## src/rtl/tpu_pkg.sv

```systemverilog
// Shared TPU types: FSM state encoding and default datapath width.
package tpu_pkg;

    typedef enum logic [1:0] {
        IDLE,
        COLLECT,
        HOLD
    } state_t;

    localparam int DW_DEF = 16;

endpackage

```

## src/rtl/deskew_column.sv

```systemverilog
// One result column: captures row i when cnt reaches LAT+i+COL.
module deskew_column
    import tpu_pkg::*;
#(
    parameter int N   = 2,
    parameter int DW  = DW_DEF,
    parameter int LAT = 2,
    parameter int COL = 0,
    parameter int CW  = 4
) (
    input  logic            clk,
    input  logic            reset,
    input  logic [CW-1:0]   cnt,
    input  logic            en,
    input  logic [DW-1:0]   psum,
    output logic [N*DW-1:0] col
);

    logic [DW-1:0] col_q [N];

    always_ff @(posedge clk or posedge reset) begin
        if (reset) begin
            for (int i = 0; i < N; i++) begin
                col_q[i] <= '0;
            end
        end else if (en) begin
            // Each row has a distinct slot, so at most one hit per cycle.
            for (int i = 0; i < N; i++) begin
                if (cnt == CW'(LAT + i + COL)) begin
                    col_q[i] <= psum;
                end
            end
        end
    end

    for (genvar i = 0; i < N; i++) begin : g_pack
        assign col[i*DW +: DW] = col_q[i];
    end

endmodule

```

## src/rtl/output_deskew.sv

```systemverilog
// Collects skewed systolic column outputs into an N x N result matrix.
module output_deskew
    import tpu_pkg::*;
#(
    parameter int N   = 2,
    parameter int DW  = DW_DEF,
    parameter int LAT = 2
) (
    input  logic              clk,
    input  logic              reset,
    input  logic              start,
    input  logic [N*DW-1:0]   psum_in,
    output logic [N*N*DW-1:0] res_out,
    output logic              res_valid,
    input  logic              res_ready,
    output logic              busy,
    output logic              start_dropped
);

    localparam int CW   = $clog2(LAT + 2*N) + 1;
    localparam int LAST = LAT + 2*N - 2;

    state_t        state;
    logic [CW-1:0] cnt;
    logic          dropped;
    logic          cap_en;

    always_ff @(posedge clk or posedge reset) begin
        if (reset) begin
            state   <= IDLE;
            cnt     <= '0;
            dropped <= 1'b0;
        end else begin
            unique case (state)
                IDLE: begin
                    if (start) begin
                        state <= COLLECT;
                        cnt   <= CW'(1);
                    end
                end
                COLLECT: begin
                    cnt <= cnt + CW'(1);
                    if (start) dropped <= 1'b1;
                    if (cnt == CW'(LAST)) state <= HOLD;
                end
                HOLD: begin
                    if (res_ready) begin
                        // Handshake plus start chains matrices back to back.
                        if (start) begin
                            state <= COLLECT;
                            cnt   <= CW'(1);
                        end else begin
                            state <= IDLE;
                        end
                    end else if (start) begin
                        dropped <= 1'b1;
                    end
                end
                default: state <= IDLE;
            endcase
        end
    end

    assign cap_en        = (state == COLLECT);
    assign res_valid     = (state == HOLD);
    assign busy          = (state == COLLECT);
    assign start_dropped = dropped;

    for (genvar j = 0; j < N; j++) begin : g_col
        logic [N*DW-1:0] col;

        deskew_column #(
            .N   (N),
            .DW  (DW),
            .LAT (LAT),
            .COL (j),
            .CW  (CW)
        ) u_col (
            .clk   (clk),
            .reset (reset),
            .cnt   (cnt),
            .en    (cap_en),
            .psum  (psum_in[j*DW +: DW]),
            .col   (col)
        );

        for (genvar i = 0; i < N; i++) begin : g_row
            assign res_out[(i*N+j)*DW +: DW] = col[i*DW +: DW];
        end
    end

endmodule

```

## config.mk

```make
export PLATFORM = sky130hd
export DESIGN_NAME = output_deskew
export DESIGN_NICKNAME = d
export VERILOG_FILES = /design/src/rtl/tpu_pkg.sv /design/src/rtl/deskew_column.sv /design/src/rtl/output_deskew.sv
export SDC_FILE = /design/constraint.sdc
export NUM_CORES = 1
export LEC_CHECK = 0
export BUFFER_PORTS_ARGS = -buffer_cell sky130_fd_sc_hd__clkbuf_2
export CORE_MARGIN = 2
export CORE_UTILIZATION = 23
export DETAILED_ROUTE_END_ITERATION = 10
export SYNTH_ARGS = -nofsm -noshare
export SYNTH_HDL_FRONTEND = slang
export SYNTH_SLANG_ARGS = --single-unit
```

## constraint.sdc

```tcl
create_clock -name clk -period 2 [get_ports clk]
set_input_delay 0.4 -clock clk [delete_from_list [all_inputs] [get_ports clk]]
set_output_delay 0.4 -clock clk [all_outputs]
set_load 0.005 [all_outputs]
```

==> results <==
- Once the clock tree was built, the setup fixing pass inserted 0 buffers.
- The final hold violation count is 0.
- Counting along the longest clock path gives a buffer depth of 2.
- The worst setup path is captured at an output port.
- The synthesized netlist contains 26 unique library cells.
- The floorplan has 40 rows.
- The number of levels in the clock H-tree is 3.
- The synthesis warning total is 0.
- After detailed placement, the design holds a cell count of 424.
- The layout net count is 327.
- The total number of clock tree sinks is 71.
- The number of antenna-violating nets in the routed design is 0.
- The number of top-level design ports is 103.
- The number of DRC violations after detailed routing is 0.
- The reported max-cap violation count is 0.
- Relative to the synthesized area, the layout overhead comes to 36.52%.
- In this run the horizontal extent of the chip is 115.1 um.
- The final estimated routing congestion in global placement is 0.7238.
- Port buffering added 102 buffers.
- For this design the ratio of total power to cell area is 1717 nW/um2.
- Setup repair after global routing left no endpoint under its margin.
- The startpoint-to-endpoint class of the critical path is register to output port.
- The tree is rooted in a clkbuf_16.
- The slew of the pin with the lowest slew margin is 493.5 ps.
- The met1 track utilization from global routing is 11.44%.
- Synthesis produced a netlist with a net count of 215.
- The initial standard-cell utilization of the core is 23.61%.
- The synthesized design contains 71 register bits.
- The instance area at placement is 3525 um2.
- TritonCTS built the clock tree.
- In this run, the number of DRC markers left after iteration 0 of detailed routing was 60.
- The analysis attributes to cell leakage a power of 1.825 nW.
- The number of standard cells in the final layout excluding fillers is 440.
- After routing the design area is 3872 um2.
- Global routing consumed, on the met3 layer, 4.375% of the routing resources.
- The first global-routing pass estimated 9.528 mm of wire.
- The worst-case IR drop observed on VDD is 653.8 uV.
- The final antenna diode count is 0.
- Between clock sinks in the finished design, the worst skew comes to 4.486 ps.
- Each instance of the synthesized netlist takes up on average 16.12 um2.
- The peak clock frequency supported by timing is 0.5821 GHz.
- The initial antenna violation count is 0.
- Of the available clock period, the critical path in the final layout requires 85.90%.
- The mapped netlist covers 2836 um2.
- The required time at the worst-slack endpoint is 1600 ps.
- The worst slew slack as a fraction of its limit is 67.10%.
- Dividing the detail-routed wire length by the instance count gives 13.43 um.
- The number of cells upsized or downsized after cts is 0.
- The y dimension of the die is 115.1 um.
- After legalization and detailed placement, the total HPWL measured 4.218 mm.
- Using the TritonRoute via totals, the vias-per-cell ratio works out to 4.159.
- The run finished with clean final reports.
- The gate count after technology mapping is 176.
- The routed layout has 1830 vias.
- The final critical delay including setup and external delays is 1718 ps.
- The area of the die is 13240 um2.
- For this run, the register share of the synthesized area comes to 62.64%.
- STA classifies the critical path startpoint as a register.
- The pre-antenna-repair detailed-routing pass consisted of 2 iterations.
- Along the worst path, the maximum fanout reaches 11.
- The register clock-pin slew on the reported worst setup and hold paths is 60 ps.
- The total overflow left after global routing is 0.
- The number of slew-limit violations in the final report is 0.
- Entering global routing, the biggest net connects 39 pins.
- The met2 track demand over resource in global routing is 14.78%.
- Summed over all layers, the routed wires come to 5.911 mm.
- Summed over all failing endpoints, the final setup total negative slack is 0 ps.
- The floorplan core area is 12010 um2.
- At the worst endpoint, the arrival time is 1320 ps.
- At the later pin of the worst-skew pair, clock insertion delay measures 330 ps.
- In the global route stage, overall resource usage came out at 9.637%.
- The number of global-route vias before repair is 1855.
- In this run, post-CTS hold repair placed 0 buffers.
- The number of clock buffers added by TritonCTS is 9.
- In the final layout, the share of cells above drive strength 1 is 66.21%.
- Setup violations remaining at the end of the flow were counted as 0.
- The power consumption is 6.647 mW.
- The path class of the tightest hold or removal check is input pin to asynchronous set/reset pin.
- The most used routing layer in global routing is met2.
-- power breakdown --
group | switching, mW | internal (mW) | total, mW
clock | 0.599 | 1.25 | 1.85
combinational | 0.885 | 1.30 | 2.19
sequential | 0.441 | 2.17 | 2.61
-- worst max-delay path, stage by stage (launching register included) --
cell	delay, ps
dfrtp_1	580
nand2b_4	120
inv_2	160
clkbuf_2	140
-- worst paths after layout --
check / start / end / slack [ps] / cells after the start
min in group clk: psum_in[20] / g_col[1].u_col.col[4]$_DFFE_PP0P_ / 310 / 2
setup / recovery: state[0]$_DFFE_PP0P_ / busy / 280 / 3
setup reg to reg: state[0]$_DFFE_PP0P_ / g_col[0].u_col.col[30]$_DFFE_PP0P_ / 340 / 5
hold reg to reg: start_dropped$_DFFE_PP0P_ / start_dropped$_DFFE_PP0P_ / 470 / 1
max in group asynchronous: reset / g_col[0].u_col.col[31]$_DFFE_PP0P_ / 1440 / 3
hold / removal: reset / cnt[2]$_DFFE_PP0P_ / 170 / 3
-- cells in the final DEF (no fill, tap or decap), types with 2 or more instances in the layout --
master / netlist / layout
clkinvlp_4: 0 / 3
dfrtp_1: 71 / 71
nand3_4: 2 / 2
mux2_2: 63 / 63
nor2b_1: 2 / 2
inv_1: 4 / 3
ha_1: 3 / 3
clkbuf_16: 0 / 9
buf_4: 0 / 4
clkbuf_2: 0 / 102
o21ai_0: 5 / 5
nand2_1: 3 / 3
bufinv_16: 0 / 3
mux2_4: 2 / 2
-- routing by layer --
layer | vias to the layer above | share of wire [%]
met1 | 906 | 42
met4 | 0 | 2.0
li1 | 848 | -
met5 | - | 0
met3 | 15 | 7.4
met2 | 61 | 48
-- cells in the mapped netlist --
cell type	number	area share, %
a21oi_1	1	0.18
buf_6	5	2.0
inv_2	1	0.13
nand4b_1	1	0.31
xor2_1	1	0.31
nand3_4	2	1.2
a31oi_1	1	0.22
mux2_4	2	1.1
xnor2_1	1	0.31
o21a_1	1	0.26
nand2b_4	1	0.49
ha_1	3	1.3
mux2_2	63	25
clkbuf_1	1	0.13
nand2_1	3	0.40
nor2_2	1	0.22
o21bai_1	1	0.26
a22o_1	1	0.31
inv_1	4	0.53
nor2b_1	2	0.44
a2bb2oi_1	1	0.31
o21ai_0	5	0.88
nand2b_1	1	0.22
nor3_4	1	0.57
dfrtp_1	71	63
a21o_1	1	0.26
-- registers in the layout, indices dropped and copies added, names as in the netlist --
| register | cells |
|---|---|
| state | 2 |
| cnt | 4 |
| g_col.u_col.col | 64 |
| start_dropped | 1 |
-- stage by stage --
stage,utilization (%),hold WS (ps),worst slack (ps)
6_report,32.24,169.1,282.0
5_1_grt,32.24,220.5,224.9
4_1_cts,32.24,177.5,251.6
3_5_place_dp,29.34,451.3,330.1
3_3_place_gp,29.34,439.5,353.4
2_1_floorplan,-,451.0,385.0
-- layout make-up --
cell class / count / area, um2
Timing Repair Buffer: 107 / 560.5
Inverter: 5 / 22.52
Clock inverter: 5 / 105.1
Multi-Input combinational cell: 94 / 980.9
Sequential cell: 71 / 1777
Clock buffer: 11 / 242.7
Tap cell: 147 / 183.9
Fill cell: 1207 / 8139
-- logic make-up after synthesis --
logic type | count (synthesis) | share of synthesized area [%]
flip-flops | 71 | 62.64
XOR/XNOR | 2 | 0.6177
adder cells (fa/ha/maj) | 3 | 1.323
AND/OR/NAND/NOR | 12 | 3.882
AO/OA/AOI/OAI | 12 | 2.691
buffers and inverters | 11 | 2.778
multiplexers | 65 | 26.07
Note: power is estimated with default switching activity, not from simulation.
